[src/rtl/bch_dec_err_monitor.sv]
// ---------------------------------------------------------------------------
// bch_dec_err_monitor
//   Compares the SD-BCH decoder hard-decision output stream against the
//   aligned golden vector. For each codeword it counts bit errors and flags
//   frame errors. It also keeps saturating running totals for BER/FER reporting.
//
// Ports
//   clk                clock, all state on rising edge
//   in_Srst            synchronous active-high reset (overrides in_en)
//   in_en              clock enable, state holds while low
//   in_start           beat-0 marker of a decoded word
//   in_codeword        decoded bits for this beat
//   in_ref             golden bits for this beat
//   out_word_done      one-cycle pulse, a word has completed
//   out_word_err_bits  bit errors in the last completed word
//   out_frame_err      last completed word had at least one bit error
//   out_sync_err       one-cycle pulse, in_start arrived mid-word
//   out_tot_bit_err    saturating total bit errors
//   out_tot_frame_err  saturating total frame errors
//   out_tot_words      saturating total completed words
//   out_busy           high while a word is in progress
//
// Optional build macro ERR_POS_LOG_EN adds the following ports:
//   out_first_err_beat   first beat index with an error in the completed word
//   out_first_err_valid  the index is meaningful (equals out_frame_err)
// ---------------------------------------------------------------------------
module bch_dec_err_monitor #(
   parameter int unsigned PARALLELISM     = 4,
   parameter int unsigned CW_LEN          = 1020,
   parameter int unsigned BEAT_CNT_LEN    = 10,
   parameter int unsigned WORD_ERR_LEN    = 11,
   parameter int unsigned TOT_BIT_ERR_LEN = 32,
   parameter int unsigned TOT_WORD_LEN    = 16
) (
   input  logic                       clk,
   input  logic                       in_Srst,
   input  logic                       in_en,
   input  logic                       in_start,
   input  logic [PARALLELISM-1:0]     in_codeword,
   input  logic [PARALLELISM-1:0]     in_ref,
   output logic                       out_word_done,
   output logic [WORD_ERR_LEN-1:0]    out_word_err_bits,
   output logic                       out_frame_err,
   output logic                       out_sync_err,
   output logic [TOT_BIT_ERR_LEN-1:0] out_tot_bit_err,
   output logic [TOT_WORD_LEN-1:0]    out_tot_frame_err,
   output logic [TOT_WORD_LEN-1:0]    out_tot_words,
`ifdef ERR_POS_LOG_EN
   output logic [BEAT_CNT_LEN-1:0]    out_first_err_beat,
   output logic                       out_first_err_valid,
`endif
   output logic                       out_busy
);

   localparam int unsigned NUM_BEATS = CW_LEN / PARALLELISM;
   localparam int unsigned BE_W      = $clog2(PARALLELISM + 1);
   localparam logic [BEAT_CNT_LEN-1:0] LAST_BEAT = BEAT_CNT_LEN'(NUM_BEATS - 1);

   typedef enum logic {IDLE = 1'b0, RUN = 1'b1} state_e;

   state_e                     state_q, state_d;
   logic [WORD_ERR_LEN-1:0]    acc_q, acc_d;
   logic [BEAT_CNT_LEN-1:0]    cnt_q, cnt_d;
   logic                       done_q, done_d;
   logic                       sync_q, sync_d;
   logic [WORD_ERR_LEN-1:0]    werr_q, werr_d;
   logic                       ferr_q, ferr_d;
   logic [TOT_BIT_ERR_LEN-1:0] tbit_q, tbit_d;
   logic [TOT_WORD_LEN-1:0]    tframe_q, tframe_d;
   logic [TOT_WORD_LEN-1:0]    twords_q, twords_d;

   logic [PARALLELISM-1:0]     diff;
   logic [BE_W-1:0]            beat_err;
   logic [WORD_ERR_LEN-1:0]    beat_err_ext;
   logic [WORD_ERR_LEN-1:0]    final_acc;
   logic                       complete;
   logic [TOT_BIT_ERR_LEN:0]   tbit_sum;

`ifdef ERR_POS_LOG_EN
   logic                       fseen_q, fseen_d;
   logic [BEAT_CNT_LEN-1:0]    fidx_q, fidx_d;
   logic [BEAT_CNT_LEN-1:0]    final_idx;
   logic [BEAT_CNT_LEN-1:0]    febeat_q, febeat_d;
   logic                       fevalid_q, fevalid_d;
`endif

   // Popcount of the mismatching bits in this beat.
   always_comb begin
      diff     = in_codeword ^ in_ref;
      beat_err = '0;
      for (int unsigned i = 0; i < PARALLELISM; i++) begin
         beat_err = beat_err + BE_W'(diff[i]);
      end
      beat_err_ext = WORD_ERR_LEN'(beat_err);
   end

   // Next-state logic: word sequencing plus completion bookkeeping.
   always_comb begin
      state_d   = state_q;
      acc_d     = acc_q;
      cnt_d     = cnt_q;
      sync_d    = 1'b0;
      complete  = 1'b0;
      final_acc = acc_q + beat_err_ext;
`ifdef ERR_POS_LOG_EN
      fseen_d   = fseen_q;
      fidx_d    = fidx_q;
      final_idx = fseen_q ? fidx_q : cnt_q;
`endif
      if (in_en) begin
         unique case (state_q)
            IDLE: begin
               if (in_start) begin
                  if (NUM_BEATS == 1) begin
                     complete  = 1'b1;
                     final_acc = beat_err_ext;
`ifdef ERR_POS_LOG_EN
                     final_idx = '0;
`endif
                  end else begin
                     state_d = RUN;
                     acc_d   = beat_err_ext;
                     cnt_d   = BEAT_CNT_LEN'(1);
`ifdef ERR_POS_LOG_EN
                     fseen_d = (beat_err != '0);
                     fidx_d  = '0;
`endif
                  end
               end
            end
            RUN: begin
               if (in_start) begin
                  // Drop the partial word and restart with this beat as beat 0.
                  sync_d = 1'b1;
                  acc_d  = beat_err_ext;
                  cnt_d  = BEAT_CNT_LEN'(1);
`ifdef ERR_POS_LOG_EN
                  fseen_d = (beat_err != '0);
                  fidx_d  = '0;
`endif
               end else if (cnt_q == LAST_BEAT) begin
                  complete = 1'b1;
                  state_d  = IDLE;
                  acc_d    = '0;
                  cnt_d    = '0;
`ifdef ERR_POS_LOG_EN
                  fseen_d  = 1'b0;
                  fidx_d   = '0;
`endif
               end else begin
                  acc_d = final_acc;
                  cnt_d = cnt_q + BEAT_CNT_LEN'(1);
`ifdef ERR_POS_LOG_EN
                  if (!fseen_q && beat_err != '0) begin
                     fseen_d = 1'b1;
                     fidx_d  = cnt_q;
                  end
`endif
               end
            end
            default: state_d = IDLE;
         endcase
      end

      done_d   = complete;
      werr_d   = complete ? final_acc : werr_q;
      ferr_d   = complete ? (final_acc != '0) : ferr_q;
      tbit_sum = {1'b0, tbit_q} + (TOT_BIT_ERR_LEN + 1)'(final_acc);
      tbit_d   = tbit_q;
      tframe_d = tframe_q;
      twords_d = twords_q;
      if (complete) begin
         tbit_d = tbit_sum[TOT_BIT_ERR_LEN] ? '1 : tbit_sum[TOT_BIT_ERR_LEN-1:0];
         if (twords_q != '1) twords_d = twords_q + TOT_WORD_LEN'(1);
         if (final_acc != '0 && tframe_q != '1) tframe_d = tframe_q + TOT_WORD_LEN'(1);
      end
`ifdef ERR_POS_LOG_EN
      febeat_d  = febeat_q;
      fevalid_d = fevalid_q;
      if (complete) begin
         fevalid_d = (final_acc != '0);
         febeat_d  = (final_acc != '0) ? final_idx : '0;
      end
`endif
   end

   // Pulse flops take done_d/sync_d every edge; both are 0 when in_en is low.
   always_ff @(posedge clk) begin
      if (in_Srst) begin
         state_q  <= IDLE;
         acc_q    <= '0;
         cnt_q    <= '0;
         done_q   <= 1'b0;
         sync_q   <= 1'b0;
         werr_q   <= '0;
         ferr_q   <= 1'b0;
         tbit_q   <= '0;
         tframe_q <= '0;
         twords_q <= '0;
      end else begin
         state_q  <= state_d;
         acc_q    <= acc_d;
         cnt_q    <= cnt_d;
         done_q   <= done_d;
         sync_q   <= sync_d;
         werr_q   <= werr_d;
         ferr_q   <= ferr_d;
         tbit_q   <= tbit_d;
         tframe_q <= tframe_d;
         twords_q <= twords_d;
      end
   end

`ifdef ERR_POS_LOG_EN
   always_ff @(posedge clk) begin
      if (in_Srst) begin
         fseen_q   <= 1'b0;
         fidx_q    <= '0;
         febeat_q  <= '0;
         fevalid_q <= 1'b0;
      end else begin
         fseen_q   <= fseen_d;
         fidx_q    <= fidx_d;
         febeat_q  <= febeat_d;
         fevalid_q <= fevalid_d;
      end
   end

   assign out_first_err_beat  = febeat_q;
   assign out_first_err_valid = fevalid_q;
`endif

   assign out_word_done     = done_q;
   assign out_word_err_bits = werr_q;
   assign out_frame_err     = ferr_q;
   assign out_sync_err      = sync_q;
   assign out_tot_bit_err   = tbit_q;
   assign out_tot_frame_err = tframe_q;
   assign out_tot_words     = twords_q;
   assign out_busy          = (state_q == RUN);

endmodule

[config.mk]
export PLATFORM = sky130hd
export DESIGN_NAME = bch_dec_err_monitor
export DESIGN_NICKNAME = d
export VERILOG_FILES = /design/src/rtl/bch_dec_err_monitor.sv
export SDC_FILE = /design/constraint.sdc
export NUM_CORES = 1
export LEC_CHECK = 0
export BUFFER_PORTS_ARGS = -buffer_cell sky130_fd_sc_hd__buf_2
export CAP_MARGIN = 10
export CORE_MARGIN = 2
export CORE_UTILIZATION = 51
export DETAILED_ROUTE_END_ITERATION = 10
export PLACE_DENSITY = 0.76
export REMOVE_ABC_BUFFERS = 1
export SLEW_MARGIN = 10
export SYNTH_ARGS = -nofsm -noshare
export SYNTH_HDL_FRONTEND = slang
export SYNTH_SLANG_ARGS = --single-unit
[constraint.sdc]
create_clock -name clk -period 4.3 [get_ports clk]
set_input_delay 0.215 -clock clk [delete_from_list [all_inputs] [get_ports clk]]
set_output_delay 0.215 -clock clk [all_outputs]
set_load 0.02 [all_outputs]
### Word-level counts from Yosys, hierarchy flattened

Index checks and enable logic that the tools add are counted.

* register bits: 100
* input port bits: 12

* $add $sub $neg: 8
* equality and inequality tests: 4
* mux-type cells: 17
* bitwise operators: 3
* reductions and logical operators: 6

Operators with widths (count)
* 32-bit by 11-bit adder with 33-bit output: 1
* 11-bit two-way mux: 3
* 16-bit by 1-bit adder with 16-bit output (second input constant): 2
* 32-bit two-way mux: 1
* 16-bit inequality test (second input constant): 2
* 10-bit two-way mux: 3
* 11-bit one-hot mux with 2 select lines: 1
* 10-bit one-hot mux with 2 select lines: 1
* 11-bit by 3-bit adder with 11-bit output: 1
* 11-bit nonzero test: 1
* 10-bit by 1-bit adder with 10-bit output (second input constant): 1
* 10-bit by 8-bit equality test with 1-bit output (second input constant): 1
* 1-bit two-way mux: 7
* 2-bit AND reduction: 3
* 4-bit XOR: 1
* 2-bit by 1-bit adder with 3-bit output: 1
* 3-bit by 1-bit adder with 3-bit output: 1
* 3-bit OR reduction: 1
* 1-bit by 1-bit adder with 2-bit output: 1
* 2-bit inequality test (second input constant): 1
* 1-bit NOT: 2
* 1-bit one-hot mux with 2 select lines: 1
* 1-bit logical AND: 1

### Depth between registers and ports, before layout

Gate-level depths: netlist of run 1.

* depth in word-level cells: 8
* gate-level depth with buffers: 19
* mapped depth without buffers: 18

### Worst setup path before layout of run 1

No wires, ideal clock.

* path type: input-to-reg
* start point: in in_ref[0]
* end point: reg tbit_q[26] (netlist: out_tot_bit_err[26])
* arrival: 4.306 ns
* slack: -0.085 ns
* stages on the path: 19
* path buffers: 1
* cell sequence: xor2_1 fa_1 ha_1 ha_1 inv_1 fa_1 nor2b_2 o21ai_0 xor2_1 inv_1 ha_1 a21o_1 a311o_1 a21oi_1 or3_1 buf_2 nor2_1 and4_1 a211oi_2

* longest elaborated chain between the ends: 7

Ends and longest elaborated chain
* start, declared: RTL line 40 `input logic [PARALLELISM-1:0] in_ref,`
* 4-bit XOR: RTL line 89 `diff = in_codeword ^ in_ref;`
* 1-bit by 1-bit adder with 2-bit output: RTL line 92 `beat_err = beat_err + BE_W'(diff[i]);`
* 2-bit by 1-bit adder with 3-bit output: RTL line 92
* 3-bit by 1-bit adder with 3-bit output: RTL line 92
* 11-bit by 3-bit adder with 11-bit output: RTL line 104 `final_acc = acc_q + beat_err_ext;`
* named net final_acc[4]: RTL line 75 `logic [WORD_ERR_LEN-1:0] final_acc;`
* 32-bit by 11-bit adder with 33-bit output: RTL line 168 `tbit_sum = {1'b0, tbit_q} + (TOT_BIT_ERR_LEN + 1)'(final_acc);`
* 32-bit two-way mux: RTL line 173 `tbit_d = tbit_sum[TOT_BIT_ERR_LEN] ? '1 : tbit_sum[TOT_BIT_ERR_LEN-1:0];`
* end signal, assigned: RTL line 208 `tbit_q <= tbit_d;`
* end, declared: RTL line 68 `logic [TOT_BIT_ERR_LEN-1:0] tbit_q, tbit_d;`

The timed path passes the listed nets, and every way through them passes these cells.
A chain may end at the register's enable or synchronous reset.

### Worst setup path after layout of run 1

* start point: in in_ref[0]
* end point: reg tbit_q[9] (netlist: out_tot_bit_err[9])

The elaborated chain is that of the path after synthesis.

==> results.json, run 1 <==
{
  "run_status": "finished clean",
  "ys_warn_count": 0,
  "cp_max_fo": 3,
  "final_common_cell": "dfxtp_1",
  "arrival_ns": 4.41,
  "start_util": 0.525,
  "cts_buffers": 9,
  "cp.required_ns": 4.59,
  "hold_start": "in_start",
  "hp-class": "input port to flop",
  "yosys.cell_types.count": 68,
  "ant_nets": 0,
  "maxCapViolations": 0,
  "ctsLongestPathBuffers": 2,
  "min_path_cells": 2,
  "grt_max_degree": 42,
  "worstSetupPathType": "input port to flop",
  "r2r_setup_slack_ns": 0.79,
  "drc": 0,
  "hold_slack_ns": 0.145,
  "power_frac_comb": 0.133,
  "slew_headroom": 0.436,
  "grt_pass1_wl_um": 22000,
  "synthXorXnorAreaFrac": 0.0857,
  "setup_slack_ns": 0.180,
  "cts_sinks": 100,
  "num_vias": 5084,
  "area_growth_pct": 22.7,
  "netSwitchingPower_uw": 489,
  "post-route-period-util": 0.958,
  "hold_viol": 0,
  "yosysSeqAreaShare": 0.370,
  "die_y_um": 107,
  "syn_area_per_cell_um2": 8.61,
  "fmax_ghz": 0.243,
  "synth_fa_ha_area_frac": 0.0573,
  "worstHoldEndpoint": "out_sync_err",
  "antennaDiodeCount": 0,
  "finalNonFillerCells": 897,
  "worst_slew_pin_slew_ns": 0.844,
  "io_pins": 91,
  "rows": 37,
  "power_frac_clock": 0.378,
  "drt_iter0_drc": 238,
  "antenna_found_initial": 0,
  "cts.clk_slew.worst_paths_ns": 0.10,
  "crit-reg2reg-capture": "out_tot_bit_err[9]",
  "swShare": 0.256,
  "finalSetupViolations": 0,
  "cts_tree": "done",
  "synth_top_family_by_area": "simple AND/OR/NAND/NOR gates",
  "dp_hpwl_um": 9560,
  "final_nets": 791,
  "post-route-min-period_ns": 4.12,
  "yosys_most_used_dff": "dfxtp_1",
  "p_per_area_nw_per_um2": 288,
  "seq_power_share": 0.489,
  "postSynthCellCount": 629,
  "wirelength_um": 13500,
  "coreArea_um2": 10300,
  "grt_overflow": 0,
  "hold_buffers": 0,
  "peakVddDrop_v": 0.000212,
  "synth_edf_count": 0,
  "r2r-start": "acc_q[0]",
  "drive_gt1_frac": 0.269,
  "dp.cells": 876,
  "internal_power_mw": 1.42,
  "r2r_cells": 16,
  "syn-cell-area_um2": 5420,
  "slew_viol_final": 0,
  "die_w_um": 107,
  "cts_root_buf": "clkbuf_8",
  "h-tree-depth": 3,
  "track_usage": 0.235,
  "vias_per_cell": 5.67,
  "synth-seq-cells": 100,
  "dp_slack_ns": -0.328,
  "fin_skew_ns": 0.0108,
  "yosys.area_share.simple": 0.261,
  "power.leakage_nw": 2.80,
  "layout_common_cells": "dfxtp_1, buf_2, nor2_1, nand2_1, buf_4",
  "routabilityCongestion": 0.910,
  "synthMuxAreaShare": 0.0222,
  "dr.pass1.iters": 5,
  "async_reset_ff_frac": 0,
  "die-area_um2": 11500,
  "end_kind": "flop",
  "wl_per_cell_um": 15.0,
  "numPortBuffers": 90,
  "startpoint_type": "input port",
  "grt_pass1_vias": 4767,
  "tns_ns": 0,
  "clkLatencyLatePin_ns": 0.38,
  "synth_compound_area_frac": 0.164
}
worst max-delay path, cell delays in order:
cell,delay [ns]
buf_2,0.12
xor2_2,0.18
fa_1,0.48
ha_1,0.24
ha_4,0.27
inv_1,0.05
fa_1,0.45
nor2b_4,0.19
o21ai_0,0.12
xor2_1,0.24
inv_1,0.11
ha_1,0.32
buf_4,0.15
buf_4,0.13
o21a_1,0.19
a21oi_1,0.16
nor2b_1,0.09
o41a_1,0.32
xnor2_1,0.13
a211oi_1,0.23
cell usage after synthesis, types with 3 or more instances:
library cell	count	share of area
a21oi_1	49	0.045
nor3_2	3	0.0055
a222oi_1	3	0.0055
mux2_4	4	0.011
or3_1	4	0.0046
nand2_1	60	0.042
xor2_1	36	0.058
o21ai_0	9	0.0083
mux2i_1	6	0.011
dfxtp_1	100	0.37
a211oi_2	3	0.0069
ha_1	20	0.046
o21bai_1	4	0.0055
buf_2	8	0.0074
o21a_1	3	0.0042
nor2_1	81	0.056
nand3_1	25	0.023
a211oi_1	14	0.019
inv_1	22	0.015
nor4_4	3	0.012
nor4_1	5	0.0058
nand4_1	13	0.015
and2_1	5	0.0058
fa_1	3	0.011
nor3_1	10	0.0092
a22oi_1	6	0.0083
nor3b_1	3	0.0042
a21o_1	4	0.0055
a31oi_1	5	0.0058
and3_1	10	0.012
and4_1	4	0.0065
o31ai_1	9	0.012
clkbuf_1	19	0.013
nand2b_1	4	0.0046
nor2b_1	8	0.0092
xnor2_1	17	0.027
or4_1	9	0.012
power groups by stage:
stage                     Sequential [mW]  Clock (mW)  Combinational, mW
final                               0.935       0.723              0.254
after global routing                0.936       0.764              0.283
after CTS                           0.935       0.726              0.245
after detailed placement            0.956           0              0.245
after global placement              0.956           0              0.234
after floorplan                     0.956           0              0.129
through the flow:
stage / util / power, mW / area, µm²
2_1_floorplan: - / 1.09 / 5280
3_3_place_gp: 0.610 / 1.19 / 6300
3_5_place_dp: 0.610 / 1.20 / 6300
4_1_cts: 0.633 / 1.91 / 6540
5_1_grt: 0.644 / 1.98 / 6640
6_report: 0.644 / 1.91 / 6640
how the worst max path moves through the flow:
stage	startpoint	end	slack, ns	depth (start not counted)
after CTS	in_ref[0]	out_tot_bit_err[30]	0.05	19
after detailed placement	in_ref[0]	out_tot_bit_err[30]	-0.33	19
final	in_ref[0]	out_tot_bit_err[9]	0.18	20
after global placement	in_ref[0]	out_tot_bit_err[20]	-0.19	20
after global routing	in_ref[0]	out_tot_bit_err[2]	-0.05	20
after floorplan	in_ref[0]	out_tot_bit_err[26]	-0.10	18
layout make-up:
class | instances | area [µm²]
Sequential cell | 100 | 2000
Timing Repair Buffer | 145 | 873
Fill cell | 851 | 3680
Clock buffer | 10 | 128
Inverter | 22 | 82.6
Clock inverter | 6 | 113
Multi-Input combinational cell | 478 | 3280
Tap cell | 136 | 170
metal layers:
metal | global-route usage | vias up | wire, µm
met4 | 0.0900 | 0 | 316
li1 | - | 2492 | -
met5 | 0 | - | 0
met2 | 0.386 | 151 | 6490
met1 | 0.307 | 2412 | 6020
met3 | 0.0407 | 29 | 669
state kept, by name, indices dropped and copies added (netlist names):
name	cells
out_tot_bit_err	32
out_tot_frame_err	16
out_tot_words	16
acc_q	11
out_word_err_bits	11
cnt_q	10
out_busy	1
out_frame_err	1
out_sync_err	1
out_word_done	1
what timing repair did:
action,CTS,global route
setup buffers,0,3
setup endpoints to repair,0,30
resized for setup,0,16
kinds of logic after synthesis:
logic type	Yosys count
buffers and inverters	51
and+or+nand+nor	265
xor gates and xnor gates	53
adders and majority gates	23
muxes	10
DFF	100
AOI/OAI and AO/OA	127
(Power assumes the default switching activity.)
==> run 2: changes to the inputs <==
CORE_UTILIZATION = 60   (was 51)
PLACE_DENSITY = 0.84   (was 0.76)
clock period = 5.3 ns   (was 4.3 ns; I/O delays follow)
==> run 2 against run 1 <==
Critical path type unchanged. Clock power shrank 29%. Die area down 14%. Highest routed layer unchanged. First-iteration DRC count grew 4.6%. Core utilization is 6.0 points higher. Power decreased by 25%. Clock skew rose by 0.0049 ns. Worst setup slack improved by 0.41 ns.
==> results.json, run 2 (synthesized netlist as in run 1, its figures left out) <==
{
  "slew_viol_final": 0,
  "hold_start": "in_start",
  "start_util": 0.621,
  "drc": 0,
  "post-route-min-period_ns": 4.71,
  "finalNonFillerCells": 821,
  "dp_hpwl_um": 8540,
  "dp.cells": 805,
  "cts.clk_slew.worst_paths_ns": 0.10,
  "final_nets": 743,
  "hold_slack_ns": 0.202,
  "wirelength_um": 12200,
  "largest_reg_flops": 32,
  "post_cts_buffers": 0,
  "slew_headroom": 0.355,
  "arrival_ns": 5.00,
  "min_path_cells": 2,
  "p_per_area_nw_per_um2": 233,
  "drt_iter0_drc": 249,
  "finalSetupViolations": 0,
  "startpoint_type": "input port",
  "cp.required_ns": 5.59,
  "antenna_found_initial": 0,
  "worstHoldEndpoint": "out_sync_err",
  "r2r_cells": 15,
  "layout_common_cells": "dfxtp_1, buf_2, nor2_1, nand2_1, a21oi_1",
  "cts_buffers": 9,
  "hold_viol": 0,
  "area_growth_pct": 13.3,
  "numPortBuffers": 90,
  "cts_sinks": 100,
  "r2r_setup_slack_ns": 1.30,
  "grt_overflow": 0,
  "r2r-start": "acc_q[0]",
  "die_y_um": 99,
  "rsz0062_at_grt": "no",
  "track_usage": 0.252,
  "die_w_um": 99,
  "rows": 34,
  "io_pins": 91,
  "coreArea_um2": 8720,
  "maxCapViolations": 0,
  "drive_gt1_frac": 0.205,
  "fin_util": 0.703,
  "final_common_cell": "dfxtp_1",
  "dr.pass1.iters": 5,
  "grt_pass1_vias": 4331,
  "fmax_ghz": 0.212,
  "hp-class": "input port to flop",
  "worst_slew_pin_slew_ns": 0.967,
  "grt_max_degree": 55,
  "fin_skew_ns": 0.0157,
  "cts_tree": "done",
  "h-tree-depth": 3,
  "post-route-period-util": 0.888,
  "vias_per_cell": 5.91,
  "tns_ns": 0,
  "crit-reg2reg-capture": "out_tot_bit_err[26]",
  "clkLatencyLatePin_ns": 0.37,
  "run_status": "finished clean",
  "num_vias": 4849,
  "cts_resized": 0,
  "hold_buffers": 0,
  "wl_per_cell_um": 14.9,
  "ctsLongestPathBuffers": 2,
  "end_kind": "flop",
  "cts_root_buf": "clkbuf_8",
  "cp_max_fo": 7,
  "grt_pass1_wl_um": 20400,
  "routabilityCongestion": 0.890,
  "power.leakage_nw": 2.51,
  "antennaDiodeCount": 0,
  "die-area_um2": 9800,
  "ant_nets": 0,
  "peakVddDrop_v": 0.000161,
  "worstSetupPathType": "input port to flop"
}
==> run 2: area by class of cell <==
type                    instances  area, µm²
multi-input cells             478       3200
fillers                       692       2590
flip-flops and latches        100       2000
repair buffers                 97        503
clock buffers                  10        138
well taps                     108        135
inverters                      22       82.6
clock inverters                 6       70.1
==> run 2: power breakdown <==
part / total, mW / switching (mW) / internal (mW)
clock: 0.512 / 0.277 / 0.234
sequential: 0.758 / 0.00380 / 0.754
combinational: 0.160 / 0.106 / 0.0535
total: 1.43 / 0.387 / 1.04
==> run 2: critical path, stage by stage <==
cell,delay [ns]
buf_2,0.10
xor2_1,0.17
fa_1,0.49
ha_1,0.21
ha_1,0.32
inv_1,0.07
fa_1,0.44
nor2b_2,0.23
o21ai_0,0.13
xor2_1,0.25
inv_1,0.10
ha_1,0.37
a21o_1,0.23
a311o_1,0.33
a21oi_1,0.32
or3_1,0.39
nor2_1,0.15
and4_1,0.24
a211oi_2,0.20
==> run 2: layer usage <==
layer	up-vias	share of wire	routed length, µm	GRT usage
met5	-	0	0	0
met2	126	0.48	5860	0.420
li1	2394	-	-	-
met1	2314	0.46	5570	0.332
met4	0	0.018	216	0.0906
met3	15	0.048	593	0.0390
==> run 2: worst max-delay path by stage <==
stage	from	to	slack, ns	cells after the start
6_report	in_ref[0]	out_tot_bit_err[26]	0.59	19
5_1_grt	in_ref[1]	out_tot_bit_err[26]	0.21	19
3_3_place_gp	in_ref[0]	out_tot_bit_err[26]	0.43	19
2_1_floorplan	in_ref[0]	out_tot_bit_err[26]	0.85	18
4_1_cts	in_ref[1]	out_tot_bit_err[26]	0.64	19
3_5_place_dp	in_ref[1]	out_tot_bit_err[30]	0.29	19
==> run 2: per-stage QoR <==
stage	setup WS, ns	total power, mW	instance area, µm²
6_report	0.592	1.43	6130
4_1_cts	0.641	1.43	6130
3_3_place_gp	0.426	0.928	5930
5_1_grt	0.206	1.48	6130
2_1_floorplan	0.846	0.881	5280
3_5_place_dp	0.286	0.934	5930
